`src/rtl/uart_rx_top.sv`:
```
// uart_rx_top: 16x-oversampled UART receiver, 5-8 data bits, optional parity,
// reporting parity/framing/break status alongside each received character.
// Optional build macro UART_RX_MAJORITY_EN: 2-of-3 majority sampling at cnt 6/7/8.
`timescale 1ns/1ps
module uart_rx_top (
   input  logic       clk,
   input  logic       rst,
   input  logic       baud_pulse,
   input  logic       rx,
   input  logic       pen,
   input  logic       eps,
   input  logic       sticky_parity,
   input  logic [1:0] wls,
   output logic       push,
   output logic [7:0] dout,
   output logic       pe,
   output logic       fe,
   output logic       bi
);

   typedef enum logic [2:0] {
      IDLE   = 3'd0,
      START  = 3'd1,
      DATA   = 3'd2,
      PARITY = 3'd3,
      STOP   = 3'd4
   } state_t;

`ifdef UART_RX_MAJORITY_EN
   localparam logic [3:0] SAMPLE_CNT = 4'd8;
`else
   localparam logic [3:0] SAMPLE_CNT = 4'd7;
`endif
   localparam logic [3:0] WRAP_CNT = 4'd15;

   state_t     state;
   logic       rx_meta;
   logic       rxs;
   logic       armed;
   logic [3:0] cnt;
   logic [2:0] bitcnt;
   logic [7:0] sr;
   logic       par_bit;

   logic       bit_c;
   logic       sample_c;
   logic       wrap_c;
   logic [7:0] data_c;
   logic       exp_par_c;
   logic       pe_c;
   logic       bi_c;

   // Two-flop synchroniser on the asynchronous serial input, idling high
   always_ff @(posedge clk or negedge rst) begin
      if (!rst) begin
         rx_meta <= 1'b1;
         rxs     <= 1'b1;
      end else begin
         rx_meta <= rx;
         rxs     <= rx_meta;
      end
   end

`ifdef UART_RX_MAJORITY_EN
   logic s6;
   logic s7;

   // Capture the early samples of each bit for the 2-of-3 vote at cnt 8
   always_ff @(posedge clk or negedge rst) begin
      if (!rst) begin
         s6 <= 1'b1;
         s7 <= 1'b1;
      end else if (baud_pulse) begin
         if (cnt == 4'd6) s6 <= rxs;
         if (cnt == 4'd7) s7 <= rxs;
      end
   end

   assign bit_c = (s6 & s7) | (s6 & rxs) | (s7 & rxs);
`else
   assign bit_c = rxs;
`endif

   assign sample_c = baud_pulse && (cnt == SAMPLE_CNT);
   assign wrap_c   = baud_pulse && (cnt == WRAP_CNT);

   // Right-justify the shift register by word length; upper bits fill with 0
   assign data_c = sr >> (2'd3 - wls);

   // Expected parity bit from the LCR parity mode
   always_comb begin
      exp_par_c = 1'b0;
      case ({sticky_parity, eps})
         2'b00:   exp_par_c = ~(^data_c);
         2'b01:   exp_par_c = ^data_c;
         2'b10:   exp_par_c = 1'b1;
         default: exp_par_c = 1'b0;
      endcase
   end

   assign pe_c = pen & (par_bit != exp_par_c);
   assign bi_c = ~bit_c & (data_c == 8'd0) & (~pen | ~par_bit);

   // Receive state machine, bit timing and registered character outputs
   always_ff @(posedge clk or negedge rst) begin
      if (!rst) begin
         state   <= IDLE;
         armed   <= 1'b0;
         cnt     <= 4'd0;
         bitcnt  <= 3'd0;
         sr      <= 8'd0;
         par_bit <= 1'b0;
         push    <= 1'b0;
         dout    <= 8'd0;
         pe      <= 1'b0;
         fe      <= 1'b0;
         bi      <= 1'b0;
      end else begin
         push <= 1'b0;
         if (baud_pulse) cnt <= cnt + 4'd1;
         case (state)
            IDLE: begin
               if (baud_pulse) begin
                  if (rxs) begin
                     armed <= 1'b1;
                  end else if (armed) begin
                     armed <= 1'b0;
                     cnt   <= 4'd0;
                     state <= START;
                  end
               end
            end
            START: begin
               if (sample_c && bit_c) begin
                  state <= IDLE;
               end else if (wrap_c) begin
                  bitcnt <= {1'b1, wls};
                  state  <= DATA;
               end
            end
            DATA: begin
               if (sample_c) sr <= {bit_c, sr[7:1]};
               if (wrap_c) begin
                  if (bitcnt == 3'd0) state <= pen ? PARITY : STOP;
                  else                bitcnt <= bitcnt - 3'd1;
               end
            end
            PARITY: begin
               if (sample_c) par_bit <= bit_c;
               if (wrap_c)   state   <= STOP;
            end
            STOP: begin
               if (sample_c) begin
                  push  <= 1'b1;
                  dout  <= data_c;
                  pe    <= pe_c;
                  fe    <= ~bit_c;
                  bi    <= bi_c;
                  state <= IDLE;
               end
            end
            default: state <= IDLE;
         endcase
      end
   end

endmodule

```
`config.mk`:
```
export PLATFORM = sky130hd
export DESIGN_NAME = uart_rx_top
export DESIGN_NICKNAME = d
export VERILOG_FILES = /design/src/rtl/uart_rx_top.sv
export SDC_FILE = /design/constraint.sdc
export NUM_CORES = 1
export LEC_CHECK = 0
export CORE_MARGIN = 2
export CORE_UTILIZATION = 46
export DETAILED_ROUTE_END_ITERATION = 16
export PLACE_DENSITY = 0.71
export SLEW_MARGIN = 20
export SYNTH_ARGS = -nofsm -noshare
export SYNTH_HDL_FRONTEND = slang
export SYNTH_SLANG_ARGS = --single-unit
```
`constraint.sdc`:
```
create_clock -name clk -period 2.2 [get_ports clk]
set_clock_uncertainty 0.1 [all_clocks]
set_input_delay 0.44 -clock clk [delete_from_list [all_inputs] [get_ports clk]]
set_output_delay 0.44 -clock clk [all_outputs]
set_load 0.02 [all_outputs]
```
# Yosys cells after proc, flatten, opt, wreduce, memory -nomap -nowiden
# Index checks and enable logic that the tools add are counted.
[word_totals]
register_bits = 34
in_bits = 9
out_inout_bits = 12
word_cells = 85
[op_classes]
add_sub_neg = 3
eq_ne = 20
shifts = 1
mux = 25
n_bitwise = 8
n_reduce_logical = 15
[ops]
columns = ["op", "n"]
rows = [
  ["two-way mux 3 bit", 14],
  ["two-way mux 4 bit", 5],
  ["inequality test 2 bit (second input constant)", 10],
  ["one-hot mux 3 bit (5 select lines)", 1],
  ["logical NOT 8 bit", 1],
  ["AND reduction 2 bit", 4],
  ["AND reduction 8 bit", 1],
  ["parity 8 bit", 1],
  [">> shifter 8 x 2 -> 8 bit", 1],
  ["== test 3 x 2 -> 1 bit (second input constant)", 2],
  ["logical NOT 3 bit", 2],
  ["one-hot mux 3 bit (2 select lines)", 1],
  ["AND reduction 5 bit", 1],
  ["adder 4 x 1 -> 4 bit (second input constant)", 1],
  ["== test 4 x 3 -> 1 bit (second input constant)", 1],
  ["== test 4 bit (second input constant)", 1],
  ["inverter 1 bit", 4],
  ["bitwise AND 1 bit", 3],
  ["== test 3 x 1 -> 1 bit (second input constant)", 1],
  ["== test 3 bit (second input constant)", 1],
  ["logical AND 1 bit", 3],
  ["two-way mux 1 bit", 3],
  ["inequality test 3 bit (second input constant)", 1],
  ["one-hot mux 1 bit (3 select lines)", 1],
  ["other kinds (8)", 8],
]

# Longest topological paths before layout
# Gate-level depths: netlist (run 1).
[logic_depth]
ltp_word = 7
depth_mapped = 9
ltp_nobuf = 9

# Worst setup path after synthesis (run 1)
# OpenSTA, ideal clock, no wires.
[synth_timing]
kind = "input-to-reg"
startpoint = "in wls[1]"
endpoint = "reg pe"
setup_ns = 0.124
arrival_ns = 1.998
required_time_ns = 1.976
setup_slack_ns = -0.022
cell_stages = 8
n_path_buf = 1
path_cell_list = "buf_6 > mux2_2 > o21ai_0 > ha_1 > xnor2_1 > xnor2_1 > mux2i_1 > a211o_1"
[synth_between]
elab_chain_len = 7
[synth_rtl]
columns = ["item", "line", "source"]
rows = [
  ["start, declared", "13", "input logic [1:0] wls,"],
  ["subtractor 2 bit (*)", "88", "assign data_c = sr >> (2'd3 - wls);"],
  [">> shifter 8 x 2 -> 8 bit (*)", "88", ""],
  ["parity 8 bit (*)", "94, 95", ""],
  ["inverter 1 bit", "94", "2'b00: exp_par_c = ~(^data_c);"],
  ["one-hot mux 1 bit (3 select lines) (*)", "93", "case ({sticky_parity, eps})"],
  ["inequality test 1 bit (*)", "101", "assign pe_c = pen & (par_bit != exp_par_c);"],
  ["bitwise AND 1 bit (*)", "101", ""],
  ["end signal, assigned", "156", "pe <= pe_c;"],
  ["end, declared", "16", "output logic pe,"],
]
# Mark *: on every way between the ends. The rest lies on a longest branch, timed or not.
# A chain may end at the register's enable or synchronous reset.

# Final worst setup path (run 1)
[layout_timing]
startpoint = "reg sr[4]"
endpoint = "reg pe"
[layout_between]
elab_chain_len = 6
[layout_rtl]
columns = ["item", "line", "source"]
rows = [
  ["start, declared", "42", "logic [7:0] sr;"],
  ["start signal, assigned", "142", "if (sample_c) sr <= {bit_c, sr[7:1]};"],
  [">> shifter 8 x 2 -> 8 bit (*)", "88", ""],
  ["parity 8 bit (*)", "94, 95", ""],
  ["inverter 1 bit", "94", ""],
  ["one-hot mux 1 bit (3 select lines) (*)", "93", ""],
  ["inequality test 1 bit (*)", "101", ""],
  ["bitwise AND 1 bit (*)", "101", ""],
]
# Marks and branches as above.

==> impl_metrics.py, run 1 <==
metrics = {
    "synth": {
        "yosysUniqueCellTypes": 45,
        "synth-seq-cells": 34,
        "syn-cell-area_um2": 1850,
        "async_flop_share_pct": 100,
        "synthCells": 177,
        "ys_seq_area_share_pct": 46.0,
        "synth.avg_cell_area_um2": 10.5,
        "yosysWarnings": 0,
        "synthFlopType": "dfrtp_1",
        "syn-num-nets": 193,
        "synth_edf_count": 0,
    },
    "place": {
        "io_buffers": 20,
        "place.gp.congestion": 0.849,
        "dpl.hpwl_um": 2750,
        "place_inst": 254,
    },
    "sta": {
        "period_minus_slack_ns": 2.10,
        "fmax_ghz": 0.476,
        "report.final.slew_viol_count": 0,
        "finalCritPeriodShare_pct": 95.4,
        "whs_ns": 0.258,
        "setup_viol_count_final": 0,
        "worst_pin_slew_ns": 0.431,
        "rsz0062_at_grt": "no",
        "worst_slew_margin_rel_pct": 71.3,
        "final_hold_viol_count": 0,
    },
    "floorplanning": {
        "row_count": 23,
        "io_pins": 21,
        "core_um2": 3940,
        "die_h_um": 67.5,
        "start_util_pct": 47.0,
        "die_x_um": 67.5,
        "dieArea_um2": 4550,
    },
    "cts": {
        "cts.sinks": 34,
        "postCtsHoldBufs": 0,
        "cts-htree-levels": 2,
        "cts_buffers": 5,
        "clock_tree.buffer_depth": 2,
        "clockRootBuffer": "clkbuf_8",
        "path_clk_slew_ns": 0.07,
        "cts_tree": "built",
        "clk_latency_ns": 0.29,
    },
    "power_and_ir_drop": {
        "p_per_area_nw_per_um2": 806,
        "vdd_drop_max_uv": 509,
        "power.leakage_nw": 1.08,
    },
    "worst_hold_path": {
        "hold_class": "flop to flop",
    },
    "grt": {
        "grt_pass1_vias": 1456,
        "grt_max_degree": 35,
        "grt_antenna_before_repair": 0,
        "track_usage_pct": 19.3,
        "grt_first_pass_wirelength_um": 6530,
        "globalRouteOverflowTotal": 0,
    },
    "worst_setup_path": {
        "crit_family": "compound AO/OA/AOI/OAI gates",
        "path_class": "flop to flop",
        "cp_max_fo": 4,
        "cp_cell_sequence": "mux2_2 > o21ai_1 > ha_1 > xnor2_2 > xnor2_1 > mux2i_1 > a211o_1",
        "setup.worst_path.start_class": "flop",
        "cp.required_ns": 2.27,
        "endpoint_kind": "flop",
        "slowest_stage": "dfrtp_1",
        "timing.critical_path.slowest_cell_delay_ns": 0.42,
        "critPathBufInv": 0,
        "critPathArrivalTime_ns": 2.17,
    },
    "route": {
        "avgViaCountPerCell": 5.31,
        "drt_pass1_iterations": 4,
        "drcViolationCount": 0,
        "wl_per_cell_um": 14.1,
        "drtAntennaViolNets": 0,
        "vias": 1401,
        "drt-initial-drc-count": 108,
        "finalWirelength_um": 3730,
    },
    "layout": {
        "antenna_cells": 0,
        "layout-drive-gt1-share_pct": 28.0,
        "final_net_count": 229,
        "stdcell_count": 264,
        "syn2layout_area_growth_pct": 25.3,
    },
    "status": {
        "status": "completed",
    },
    "job": {
        "max_cap_violations": 0,
    },
}
-- Yosys cell counts (all sizes together) (3+ instances only) --
cell | n | area share (%)
mux2 | 15 | 9.1
dfrtp | 32 | 43
nor2b | 4 | 1.3
o21ai | 17 | 4.8
nand2 | 26 | 5.5
mux2i | 4 | 2.2
a21oi | 6 | 1.6
nand3 | 6 | 1.6
nor2 | 5 | 1.1
buf | 9 | 3.6
xnor2 | 4 | 1.9
ha | 7 | 4.7
inv | 9 | 1.8
and3 | 3 | 1.0
-- cell families after synthesis --
family / synth area share [%]
flip-flops: 46.0
XOR/XNOR: 1.89
AND/OR/NAND/NOR: 16.9
adder cells (fa/ha/maj): 4.72
multiplexers: 11.3
buffers and inverters: 5.47
AO/OA/AOI/OAI: 13.7
-- worst paths after layout --
kind / from / endpoint / slack (ns) / cells after the start
worst max-delay path: sr[4] / pe / 0.10 / 7
worst min-delay path: rx_meta / bit_c / 0.26 / 0
worst max register to register: sr[4] / pe / 0.10 / 7
worst min register to register: rx_meta / bit_c / 0.26 / 0
max in group asynchronous: rst / bit_c / 1.20 / 2
min in group asynchronous: rst / cnt[2] / 0.46 / 2
-- final cells by class --
class	instances	area, µm²
clock buffer	8	110
fill	313	1620
inverter	9	33.8
multi-input combinational	125	922
sequential	34	853
tap	50	62.6
timing repair buffer	38	342
-- stage by stage --
step | TNS [ns] | total power [mW] | instance area [µm²] | setup WS (ns) | utilization (%)
finish | 0 | 1.87 | 2320 | 0.100 | 58.9
global route | 0 | 2.00 | 2320 | 0.0232 | 58.9
CTS | 0 | 1.88 | 2310 | 0.0108 | 58.5
detailed placement | -0.760 | 1.34 | 2180 | -0.604 | 55.3
global placement | -0.622 | 1.31 | 2180 | -0.554 | 55.3
floorplan | 0 | 1.15 | 1850 | 0.0117 | -
-- report_power, final --
group | leakage [nW] | switching (mW) | internal (mW)
clock network | 0.0575 | 0.222 | 0.316
registers | 0.451 | 0.104 | 0.733
logic | 0.568 | 0.244 | 0.255
-- per-layer routing --
| layer | part of all wire [%] | global-route usage (%) | wire (µm) | up-vias |
|---|---|---|---|---|
| met2 | 49 | 31.9 | 1850 | 27 |
| met3 | 3.5 | 5.83 | 129 | 5 |
| met4 | 1.4 | 7.14 | 52 | 0 |
| met5 | 0 | 0 | 0 | - |
| met1 | 46 | 23.7 | 1710 | 675 |
| li1 | - | - | - | 694 |
-- flip-flops by register name, indices dropped and copies added (netlist names), named ones only --
register and flops:
state 3, cnt 3, par_bit 1, bitcnt 3
pe 1, push 1, bi 1, fe 1
bit_c 1, sr 8, armed 1, rx_meta 1
dout 8
-- placed cells by master (no fill, tap or decap), types with 2 or more instances in the layout --
cell	instances
nand3_1	6
a21oi_1	5
xnor2_1	3
o21ai_2	3
inv_1	9
o22ai_1	2
mux2i_1	3
and3_1	3
nor2_1	4
clkdlybuf4s50_1	18
nand2_2	2
o21a_1	2
or3b_4	2
nor2b_1	4
o21ai_0	12
ha_1	7
o21ai_1	2
mux2_2	15
buf_4	17
dfrtp_1	32
nand4_1	2
dfstp_2	2
clkbuf_8	8
nand2_1	24
-- what timing repair did --
| action | in CTS | in global routing |
|---|---|---|
| buffers inserted | 1 | 1 |
| hold endpoints to repair | 0 | 0 |
| resized for setup | 5 | 4 |
| setup endpoints to repair | 1 | 1 |
| cloned | 0 | 0 |
| pin swaps | 2 | 0 |
Note: power is estimated with default switching activity, not from simulation.
==> inputs of run 2 (changes only) <==
--- a/config.mk
+++ b/config.mk
@@ -5,7 +5,6 @@
 export SDC_FILE = /design/constraint.sdc
 export NUM_CORES = 1
 export LEC_CHECK = 0
-export CORE_MARGIN = 2
 export CORE_UTILIZATION = 46
 export DETAILED_ROUTE_END_ITERATION = 16
 export PLACE_DENSITY = 0.71
==> impl_metrics.py, run 2 (synthesized netlist as in run 1, its figures left out) <==
metrics = {
    "floorplanning": {
        "io_pins": 21,
        "row_count": 22,
        "die_x_um": 65.5,
        "core_um2": 3770,
        "die_h_um": 65.5,
        "dieArea_um2": 4290,
        "start_util_pct": 49.2,
    },
    "worst_setup_path": {
        "rrSetupSlack_ns": 0.07,
        "endpoint_kind": "flop",
        "setup.worst_path.start_class": "flop",
        "crit_start": "sr[7]",
        "timing.critical_path.slowest_cell_delay_ns": 0.44,
        "cp.required_ns": 2.28,
        "slowest_stage": "dfrtp_1",
        "worstReg2RegEnd": "pe",
        "worst-r2r-cell-count": 7,
        "cp_max_fo": 5,
        "reg2reg_from": "sr[7]",
        "critPathArrivalTime_ns": 2.21,
        "cp_cell_sequence": "mux2_2 > a21oi_4 > ha_4 > xnor2_2 > xnor2_1 > mux2i_1 > a211o_1",
        "path_class": "flop to flop",
    },
    "sta": {
        "setup_viol_count_final": 0,
        "final_hold_viol_count": 0,
        "rsz0062_at_grt": "no",
        "worst_slew_margin_rel_pct": 70.8,
        "report.final.slew_viol_count": 0,
        "worst_pin_slew_ns": 0.438,
        "fmax_ghz": 0.470,
        "period_minus_slack_ns": 2.13,
        "finalCritPeriodShare_pct": 96.7,
    },
    "cts": {
        "cts.sinks": 34,
        "postCtsHoldBufs": 0,
        "clock_tree.buffer_depth": 2,
        "cts_tree": "built",
        "clockRootBuffer": "clkbuf_8",
        "cts-htree-levels": 2,
        "cts_buffers": 5,
        "clk_latency_ns": 0.29,
        "path_clk_slew_ns": 0.07,
    },
    "layout": {
        "stdcell_count": 258,
        "reg.largest.list": "dout: 8 flops, sr: 8 flops",
        "finish.utilization_pct": 62.6,
        "syn2layout_area_growth_pct": 27.4,
        "antenna_cells": 0,
        "layout-drive-gt1-share_pct": 29.5,
        "n_fill_cell": 290,
        "multi_input_area_um2": 975,
        "final_common_cell": "dfrtp_1",
        "regArea_um2": 853,
        "final_net_count": 225,
        "layout_common_cells": "dfrtp_1 (32), nand2_1 (24), clkdlybuf4s50_1 (18)",
    },
    "grt": {
        "grt_pass1_vias": 1446,
        "grt_first_pass_wirelength_um": 6500,
        "track_usage_pct": 20.3,
        "globalRouteOverflowTotal": 0,
        "grt_antenna_before_repair": 0,
        "grt_max_degree": 35,
    },
    "route": {
        "wl_per_cell_um": 14.7,
        "drt_pass1_iterations": 4,
        "avgViaCountPerCell": 5.51,
        "finalWirelength_um": 3800,
        "vias": 1421,
        "drcViolationCount": 0,
        "drtAntennaViolNets": 0,
        "drt-initial-drc-count": 83,
    },
    "worst_hold_path": {
        "holdCritStartpoint": "rx_meta",
        "whs_endpoint": "bit_c",
        "hold_depth": 0,
        "hold_class": "flop to flop",
    },
    "place": {
        "dpl.hpwl_um": 2630,
        "place_inst": 249,
        "io_buffers": 20,
        "place.gp.congestion": 0.832,
    },
    "power_and_ir_drop": {
        "vdd_drop_max_uv": 547,
        "power.leakage_nw": 1.07,
        "p_per_area_nw_per_um2": 860,
    },
    "status": {
        "status": "completed",
    },
    "job": {
        "max_cap_violations": 0,
    },
}
-- run 2: cell count changes in the layout (fill, tap and decap cells not counted), sizes merged --
cell	delta
buf	-4
clkinv	+1
bufinv	+2
clkbuf	-3
-- run 2: timing repair --
| action | 4_1_cts | 5_1_grt |
|---|---|---|
| setup endpoints to repair | 1 | 1 |
| cloned | 0 | 0 |
| resized for setup | 12 | 7 |
| pin swaps | 3 | 2 |
| buffers inserted | 1 | 0 |
-- run 2: how the worst max path moves through the flow --
stage	end	cells past startpoint
6_report	pe	7
3_5_place_dp	pe	10
3_3_place_gp	pe	10
5_1_grt	pe	10
4_1_cts	pe	10
2_1_floorplan	pe	8
-- run 2: layout make-up --
| class | instances | area share (%) |
|---|---|---|
| Multi-Input combinational cell | 125 | 41.3 |
| Sequential cell | 34 | 36.1 |
| Timing Repair Buffer | 34 | 12.8 |
| Clock buffer | 5 | 2.91 |
| Clock inverter | 3 | 2.91 |
| Tap cell | 48 | 2.54 |
| Inverter | 9 | 1.43 |
-- run 2: per-layer routing --
metal / vias to the layer above / wire length, µm / GRT usage, % / part of all wire, %
li1: 688 / - / - / -
met1: 695 / 1590 / 23.7 / 42
met2: 27 / 2000 / 35.2 / 53
met3: 11 / 126 / 5.56 / 3.3
met4: 0 / 71 / 7.61 / 1.9
met5: - / 0 / 0 / 0
-- run 2: per-stage QoR --
step | worst slack, ns | hold WS, ns | TNS, ns | instance area, µm² | power (mW)
2_1_floorplan | 0.0117 | 0.0444 | 0 | 1850 | 1.15
3_3_place_gp | -0.515 | 0.247 | -0.574 | 2140 | 1.31
3_5_place_dp | -0.608 | 0.250 | -0.753 | 2140 | 1.33
4_1_cts | 0.0291 | 0.262 | 0 | 2320 | 2.05
5_1_grt | 0.00699 | 0.269 | 0 | 2360 | 2.15
6_report | 0.0731 | 0.258 | 0 | 2360 | 2.03
-- run 2: power breakdown --
group          internal [mW]  switching (mW)  total [mW]  leakage [nW]
combinational          0.253           0.242       0.495         0.546
sequential             0.733           0.106       0.838         0.451
clock                  0.454           0.243       0.697        0.0683
total                   1.44           0.591        2.03          1.07
-- run 2: worst max-delay path: cells and delay by family, from the launching register on --
family / cells / cell delay, ns
muxes: 2 / 0.44
AOI/OAI and AO/OA: 2 / 0.46
adders and majority gates: 1 / 0.23
DFF: 1 / 0.44
xor gates and xnor gates: 2 / 0.34
==> inputs of run 3 (changes only) <==
--- a/config.mk
+++ b/config.mk
@@ -7,7 +7,8 @@
 export LEC_CHECK = 0
 export CORE_UTILIZATION = 46
 export DETAILED_ROUTE_END_ITERATION = 16
-export PLACE_DENSITY = 0.71
+export DONT_BUFFER_PORTS = 1
+export PLACE_DENSITY = 0.65
 export SLEW_MARGIN = 20
 export SYNTH_ARGS = -nofsm -noshare
 export SYNTH_HDL_FRONTEND = slang
==> impl_metrics.py, run 3 (synthesized netlist as in run 1, its figures left out) <==
metrics = {
    "worst_setup_path": {
        "path_class": "flop to flop",
        "critPathArrivalTime_ns": 2.15,
        "cp.required_ns": 2.27,
        "endpoint_kind": "flop",
        "rrSetupSlack_ns": 0.12,
        "cp_max_fo": 4,
        "worst-r2r-cell-count": 7,
        "setup.worst_path.start_class": "flop",
    },
    "floorplanning": {
        "start_util_pct": 49.2,
        "io_pins": 21,
        "core_um2": 3770,
        "dieArea_um2": 4290,
        "die_x_um": 65.5,
        "row_count": 22,
        "die_h_um": 65.5,
    },
    "cts": {
        "clockRootBuffer": "clkbuf_8",
        "cts.sinks": 34,
        "cts-htree-levels": 2,
        "cts_buffers": 5,
        "path_clk_slew_ns": 0.07,
        "clk_latency_ns": 0.28,
        "cts_tree": "built",
        "clock_tree.buffer_depth": 2,
    },
    "place": {
        "io_buffers": 0,
        "place_inst": 217,
        "place.gp.congestion": 0.783,
        "dpl.hpwl_um": 2400,
    },
    "power_and_ir_drop": {
        "p_comb_share_pct": 17.9,
        "p_clk_share_pct": 28.4,
        "power.leakage_nw": 0.924,
        "p_per_area_nw_per_um2": 835,
        "vdd_drop_max_uv": 496,
        "p_sw_uw": 543,
        "intPower_mw": 1.14,
        "p_seq_share_pct": 53.7,
        "finalPower_mw": 1.68,
        "sw_frac_of_total_pct": 32.2,
    },
    "layout": {
        "stdcell_count": 228,
        "finish.utilization_pct": 53.5,
        "syn2layout_area_growth_pct": 8.77,
        "layout_common_cells": "dfrtp_1 (32), nand2_1 (24), mux2_2 (15)",
        "layout-drive-gt1-share_pct": 25.6,
        "final_net_count": 195,
        "antenna_cells": 0,
        "final_common_cell": "dfrtp_1",
        "reg.largest.list": "dout: 8 flops, sr: 8 flops",
        "n_fill_cell": 346,
    },
    "job": {
        "max_cap_violations": 0,
    },
    "route": {
        "avgViaCountPerCell": 5.60,
        "finalWirelength_um": 3350,
        "drcViolationCount": 0,
        "vias": 1277,
        "drtAntennaViolNets": 0,
        "drt-initial-drc-count": 57,
        "wl_per_cell_um": 14.7,
        "drt_pass1_iterations": 4,
    },
    "sta": {
        "fmax_ghz": 0.480,
        "worst_pin_slew_ns": 0.381,
        "period_minus_slack_ns": 2.08,
        "finalCritPeriodShare_pct": 94.6,
        "setup_viol_count_final": 0,
        "final_hold_viol_count": 0,
        "report.final.slew_viol_count": 0,
        "whs_ns": 0.0529,
        "worst_slew_margin_rel_pct": 74.6,
    },
    "worst_hold_path": {
        "hold_depth": 0,
        "hold_class": "input pin to flop",
    },
    "grt": {
        "grt_pass1_vias": 1297,
        "globalRouteOverflowTotal": 0,
        "grt_max_degree": 35,
        "grt_first_pass_wirelength_um": 5780,
        "track_usage_pct": 17.7,
        "grt_antenna_before_repair": 0,
    },
    "status": {
        "status": "completed",
    },
}
[run 3: cell types whose count changed in the layout (fill, tap and decap cells not counted), sizes merged]
cell and change:
clkdlybuf4s50 -18, buf -11, bufinv -2, clkinvlp +1
dlygate4sd2 -1, dlygate4sd3 +1
[run 3: repair_timing]
action / 4_1_cts / 5_1_grt
hold endpoints to repair: 34 / 0
setup buffers: 0 / 1
hold buffers: 2 / 0
resized for setup: 0 / 7
endpoints found under the setup margin: 0 / 1
[run 3: critical path, stage by stage, from the launching register on]
cell     delay, ns
dfrtp_1       0.41
mux2_2        0.29
o21ai_1       0.19
ha_1          0.29
xnor2_2       0.15
xnor2_1       0.18
mux2i_1       0.10
a211o_1       0.26
[run 3: cell type report]
| type | instances | area [µm²] | area share, % |
|---|---|---|---|
| clock buffer | 6 | 82.6 | 4.09 |
| clock inverter | 2 | 12.5 | 0.620 |
| inverter | 9 | 33.8 | 1.67 |
| multi-input combinational | 125 | 930 | 46.1 |
| sequential | 34 | 853 | 42.3 |
| tap | 48 | 60.1 | 2.98 |
| timing repair buffer | 4 | 45.0 | 2.23 |
[run 3: path summary, 6_finish.rpt]
kind,startpoint,to
min in group asynchronous,rst,bi
setup / recovery,sr[2],pe
hold reg to reg,rx_meta,bit_c
max in group asynchronous,rst,rx_meta
hold / removal,rx,rx_meta
setup reg to reg,sr[2],pe
[run 3: layer usage]
metal	track usage [%]	wire, µm	vias up	part of all wire (%)
met1	22.3	1590	626	47
li1	-	-	625	-
met3	3.82	135	5	4.0
met2	29.0	1590	21	47
met5	0	0	-	0
met4	7.61	40	0	1.2
[run 3: metrics by stage]
| stage | setup WS, ns | TNS (ns) | cell area [µm²] |
|---|---|---|---|
| global route | -0.0272 | -0.0272 | 2020 |
| floorplan | 0.0117 | 0 | 1850 |
| detailed placement | 0.0128 | 0 | 1850 |
| global placement | 0.0783 | 0 | 1850 |
| finish | 0.119 | 0 | 2020 |
| CTS | 0.0740 | 0 | 1980 |
[run 3: power by group through the flow]
stage	Combinational (mW)	Clock, mW	Sequential, mW
after detailed placement	0.280	0	0.915
after CTS	0.299	0.492	0.903
final	0.301	0.479	0.904
after floorplan	0.288	0	0.863
after global placement	0.266	0	0.907
after global routing	0.346	0.513	0.923
==> RTL change 1 (config.mk and constraints of run 1) <==
Add an input register stage for `rx`, `pen`, `eps`, `sticky_parity` and `wls`, cleared by the reset; this delays them by one clock. The other inputs are not delayed to match.
--- a/src/rtl/uart_rx_top.sv
+++ b/src/rtl/uart_rx_top.sv
@@ -33,6 +33,28 @@
 `endif
    localparam logic [3:0] WRAP_CNT = 4'd15;
 
+   logic rx_q;
+   logic pen_q;
+   logic eps_q;
+   logic sticky_parity_q;
+   logic [1:0] wls_q;
+
+   always_ff @(posedge clk or negedge rst) begin
+      if (!rst) begin
+         rx_q            <= '0;
+         pen_q           <= '0;
+         eps_q           <= '0;
+         sticky_parity_q <= '0;
+         wls_q           <= '0;
+      end else begin
+         rx_q            <= rx;
+         pen_q           <= pen;
+         eps_q           <= eps;
+         sticky_parity_q <= sticky_parity;
+         wls_q           <= wls;
+      end
+   end
+
    state_t     state;
    logic       rx_meta;
    logic       rxs;
@@ -56,7 +78,7 @@
          rx_meta <= 1'b1;
          rxs     <= 1'b1;
       end else begin
-         rx_meta <= rx;
+         rx_meta <= rx_q;
          rxs     <= rx_meta;
       end
    end
@@ -85,12 +107,12 @@
    assign wrap_c   = baud_pulse && (cnt == WRAP_CNT);
 
    // Right-justify the shift register by word length; upper bits fill with 0
-   assign data_c = sr >> (2'd3 - wls);
+   assign data_c = sr >> (2'd3 - wls_q);
 
    // Expected parity bit from the LCR parity mode
    always_comb begin
       exp_par_c = 1'b0;
-      case ({sticky_parity, eps})
+      case ({sticky_parity_q, eps_q})
          2'b00:   exp_par_c = ~(^data_c);
          2'b01:   exp_par_c = ^data_c;
          2'b10:   exp_par_c = 1'b1;
@@ -98,8 +120,8 @@
       endcase
    end
 
-   assign pe_c = pen & (par_bit != exp_par_c);
-   assign bi_c = ~bit_c & (data_c == 8'd0) & (~pen | ~par_bit);
+   assign pe_c = pen_q & (par_bit != exp_par_c);
+   assign bi_c = ~bit_c & (data_c == 8'd0) & (~pen_q | ~par_bit);
 
    // Receive state machine, bit timing and registered character outputs
    always_ff @(posedge clk or negedge rst) begin
@@ -134,14 +156,14 @@
                if (sample_c && bit_c) begin
                   state <= IDLE;
                end else if (wrap_c) begin
-                  bitcnt <= {1'b1, wls};
+                  bitcnt <= {1'b1, wls_q};
                   state  <= DATA;
                end
             end
             DATA: begin
                if (sample_c) sr <= {bit_c, sr[7:1]};
                if (wrap_c) begin
-                  if (bitcnt == 3'd0) state <= pen ? PARITY : STOP;
+                  if (bitcnt == 3'd0) state <= pen_q ? PARITY : STOP;
                   else                bitcnt <= bitcnt - 3'd1;
                end
             end
Behaviour: same outputs for any inputs over 10 cycles, from zero or initial values and one cycle with rst low; that may be too few to reach the edited logic, so the function may still have changed.
==> RTL change 1 against run 1 <==
  * Routed wire length grew 7.9%
  * Sequential cell count increased by 6
  * Critical path depth rose by 3
  * Critical endpoint unchanged
  * Synthesized area rose by 5.9%
  * First-iteration DRC count fell by 25%
  * Design area increased by 6.7%
  * Largest cell class is now sequential cells
  * Largest power group unchanged
  * Worst hold slack worse by 0.18 ns
  * Maximum frequency down 2.9%
  * Cell count did not move
  * Worst setup slack got worse by 0.063 ns
  * Power increased by 4.3%
  * Combinational power is 20% lower
==> RTL change 1: results (changes against run 1) <==
Seq power 953 uW (+14%); worst-case reg-to-reg path depth 10 (+3); crit-path max FO 6 (+2); Unique masters post-synth 46 (+2.2%); Ys Warns 0 (unchanged); routed vias/inst 5.500 (+3.6%); first-pass GRT wire length 7127 microns (+9.2%); GP Congestion 0.8032 (-5.4%); Final Hold Violating Endpoints 0 (unchanged); Pint 1.371 mW (+5.2%); # port buffers 20 (unchanged); clock latency on the worst-skew pair 0.29 ns (about the same); proportion of layout cells with a drive suffix above 1 22.90% (-5.1 points); fill cell count 318 (+1.6%); setup bufs post-CTS 7 (+6); GRT Total Usage 19.01% (-0.29 points); WL final 4029 microns (+7.9%); top post-synthesis cells by area dfrtp_1 48%, mux2_1 5.2%, nand2_1 4.6%; Seq/Total Area, Yosys 51.08% (+5.1 points); ys flop type dfrtp_1; H-tree depth 2 (unchanged); DP Cell Count 249 (-2.0%); nets 229 (unchanged); LEAKAGE 1.121 nW (+4.0%); maximum vdd drop 500.9 uV (-1.5%); worst slack at placement -0.1268 ns (+0.4776 ns); CTS Buffer Depth 2 (unchanged); Worst Hold Class input pin to asynchronous set/reset pin; max incr delay on CP 0.45 ns (+0.03 ns); relative slew slack 64.66% (-6.6 points); Crit path max-delay family compound AO/OA/AOI/OAI gates; CTS root buf clkbuf_8; biggest regs dout (8), sr (8); commonest cells in the netlist 38 x dfrtp_1, 24 x nand2_1, 13 x o21ai_0; worst path arrival time 2.25 ns (+0.08 ns); # diodes 0 (unchanged); syn nets 195 (+1.0%); post-cts resize count 14 (+9); status completed; starting DRC count in detailed routing 81 (-25%); Synth Instances 179 (+1.1%); post-DR wirelength/cell 15.26 microns (+7.9%); Slowest cell on crit path dfrtp_2; CTS buffer count 5 (unchanged); asr flop ratio synth 100.0% (unchanged); post-detail-place hpwl 2872 microns (+4.3%); vias in the first global route 1,525 (+4.7%); combinational power share 20.5% (-6.1 points); 1st-pass router iterations 4 (unchanged); largest net degree at the start of global routing 41 (+17%); initial antenna violation count 0 (unchanged); CTS clk-pin slew, worst paths around 0.080 ns
RTL change 1: changes by cell type after synthesis, moves of 3 or more:
cell / delta
mux2_1: +9
mux2_2: -9
dfrtp_1: +6
buf_4: -3
clkbuf_1: +3
nand2b_1: +3
nand3_1: -3
RTL change 1: metal layers:
metal	part of all wire [%]	global-route usage, %	routed length [microns]
met3	4.3	4.942	172
met4	3.1	9.804	123
met5	0	0	0
met2	48	30.24	1953
met1	44	23.88	1780
RTL change 1: cell families (layout without fill, tap and decap cells):
logic type               after synthesis  after routing  share of synthesized area [%]
XOR/XNOR                               4              4                          1.783
AO/OA/AOI/OAI                         35             35                          11.72
flip-flops                            40             40                          51.08
adder cells (fa/ha/maj)                7              7                          4.458
buffers and inverters                 16             51                          3.886
multiplexers                          19             19                          10.64
AND/OR/NAND/NOR                       58             58                          16.43
RTL change 1: through the flow:
stage / instance area (sq um) / total power [mW] / setup TNS [ns]
floorplan: 1967 / 1.237 / 0
global placement: 2240 / 1.287 / -0.001593
detailed placement: 2240 / 1.333 / -0.1268
CTS: 2470 / 1.948 / 0
global route: 2479 / 2.078 / -0.06579
finish: 2479 / 1.954 / 0
RTL change 1: final timing paths:
check                         start       end  slack, ns
max in group asynchronous       rst  wls_q[1]       1.53
max reg2reg                wls_q[1]        pe       0.04
min reg2reg                    rx_q   rx_meta       0.26
max                        wls_q[1]        pe       0.04
min in group clk               rx_q   rx_meta       0.26
min                             rst   dout[6]       0.08
RTL change 1: area by class of cell:
cell class	count	area, sq um	area share [%]
clock buffers	5	68.82	2.776
clock inverters	3	42.54	1.716
flip-flops and latches	40	1005	40.53
inverters	7	26.28	1.060
repair buffers	36	319.1	12.87
well taps	50	62.56	2.524
multi-input cells	123	954.7	38.52
==> RTL change 2 (config.mk and constraints of run 1) <==
Made on the original files. Add a define of `UART_RX_MAJORITY_EN`.
--- a/src/rtl/uart_rx_top.sv
+++ b/src/rtl/uart_rx_top.sv
@@ -2,6 +2,8 @@
 // reporting parity/framing/break status alongside each received character.
 // Optional build macro UART_RX_MAJORITY_EN: 2-of-3 majority sampling at cnt 6/7/8.
 `timescale 1ns/1ps
+`define UART_RX_MAJORITY_EN
+
 module uart_rx_top (
    input  logic       clk,
    input  logic       rst,
Formal check against the unedited RTL: no difference found for any inputs over 10 cycles, from zero or initial values and one cycle with rst low; that may be too few to reach the edited logic, so the function may still have changed.
==> RTL change 2 against run 1 <==
  * Maximum frequency shrank 1.6%
  * Worst setup slack worse by 0.034 ns
  * Power down 4.6%
  * Design area increased by 9.8%
  * Critical path depth is 2 higher
  * Routed wire length up 3.9%
  * Sequential cell count is 2 higher
  * Synthesized area grew 9.2%
  * Sequential share of layout area fell by 1.2 points
  * Cell count grew 3.0%
  * Critical endpoint unchanged
  * Largest power group unchanged
==> RTL change 2: results (changes against run 1) <==
status completed; asr flop ratio synth 100.0% (unchanged); CTS buffer count 5 (unchanged); worst path arrival time 2.21 ns (+0.04 ns); Unique masters post-synth 47 (+4.4%); ys flop type dfrtp_1; routed vias/inst 5.353 (+0.87%); first-pass GRT wire length 6741 microns (+3.3%); # diodes 0 (unchanged); Ys Warns 0 (unchanged); antenna-violating nets left 0 (unchanged); commonest cells in the netlist 32 x dfrtp_1, 17 x nand2_1, 10 x o21ai_1; fill cell count 378 (+21%); clock latency on the worst-skew pair 0.29 ns (about the same); initial antenna violation count 0 (unchanged); proportion of layout cells with a drive suffix above 1 29.09% (+1.1 points); top post-synthesis cells by area dfrtp_1 40%, mux2_4 5.9%, ha_1 5.6%; H-tree depth 2 (unchanged); nets 238 (+3.9%); Crit path max-delay family multiplexers; biggest regs dout (8), sr (8); post-detail-place hpwl 2697 microns (-2.1%); vias in the first global route 1,463 (+0.48%); largest net degree at the start of global routing 37 (+5.7%); max incr delay on CP 0.34 ns (-0.08 ns); crit-path max FO 7 (+3); GRT Total Usage 17.43% (-1.9 points); maximum vdd drop 489.5 uV (-3.8%); CTS clk-pin slew, worst paths 0.07 ns (about the same); Slowest cell on crit path mux2_4; CTS Buffer Depth 2 (unchanged); GP Congestion 0.8151 (-4.0%); Worst Hold Class flip-flop to flip-flop; Slew @ Worst Pin 0.4718 ns (+0.04093 ns); # port buffers 20 (unchanged); 1st-pass router iterations 4 (unchanged); syn nets 202 (+4.7%); CTS root buf clkbuf_8; WL final 3878 microns (+3.9%); LEAKAGE 1.093 nW (+1.5%); Seq/Total Area, Yosys 44.75% (-1.3 points); starting DRC count in detailed routing 84 (-22%)
==> RTL change 2: final timing paths <==
kind                            depth (start not counted)  slack (ns)                    endpoint    start
worst max-delay path                                    9        0.07                          pe   wls[1]
worst min-delay path                                    0        0.26                         rxs  rx_meta
worst max register to register                          7        0.17                          pe    sr[7]
worst min register to register                          0        0.26                         rxs  rx_meta
max in group asynchronous                               2        1.17                          s7      rst
min in group asynchronous                               2        0.47  asynchronous set/reset pin      rst
==> RTL change 2: metal layers <==
metal	up-vias	global-route usage, %	share of wire, %
li1	724	-	-
met1	693	22.89	47
met2	30	27.36	47
met3	9	4.473	3.6
met4	0	7.051	2.3
met5	-	0	0
==> RTL change 2: through the flow <==
| step | setup slack [ns] | cell area [sq um] | cells | utilization, % | total power, mW |
|---|---|---|---|---|---|
| floorplan | 0.001895 | 2039 | 184 | - | 1.214 |
| global placement | -0.5124 | 2361 | 263 | 54.98 | 1.331 |
| detailed placement | -0.5520 | 2361 | 263 | 54.98 | 1.340 |
| CTS | 0.006867 | 2447 | 271 | 56.99 | 1.789 |
| global route | 0.01412 | 2551 | 272 | 59.41 | 1.913 |
| finish | 0.06615 | 2551 | 272 | 59.41 | 1.788 |
==> RTL change 2: worst reg2reg max path: cells and delay by family, from the launching register on <==
family,cells,cell delay (ns)
compound gates,2,0.42
flops,1,0.44
fa+ha+maj,1,0.24
xor+xnor,2,0.28
mux,2,0.45
==> RTL change 2: final cells by class <==
cell class	count	area [sq um]	share of cell area, %
Clock inverter	1	5.005	0.1962
Timing Repair Buffer	39	344.1	13.49
Inverter	9	33.78	1.324
Clock buffer	6	72.57	2.845
Sequential cell	36	905.9	35.51
Tap cell	52	65.06	2.550
Multi-Input combinational cell	129	1125	44.09
==> RTL change 2: power by group <==
part,total (mW),switching [mW],internal (mW)
Combinational,0.473,0.252,0.220
Sequential,0.870,0.100,0.770
Clock,0.445,0.230,0.215
==> RTL change 2: kinds of logic (layout without fill, tap and decap cells) <==
logic type                 after synthesis  count (layout)  share of synthesized area, %
AOI/OAI and AO/OA                       32              32                         10.82
xor gates and xnor gates                 7               7                         3.028
adders and majority gates               10              10                         6.119
buffers and inverters                   19              55                         5.006
DFF                                     36              36                         44.75
muxes                                   25              25                         14.90
and+or+nand+nor                         55              55                         15.39
==> RTL change 2: timing repair <==
action	4_1_cts	5_1_grt
resized for setup	3	12
setup buffers	1	1
endpoints found under the setup margin	1	1
pin swaps	5	7
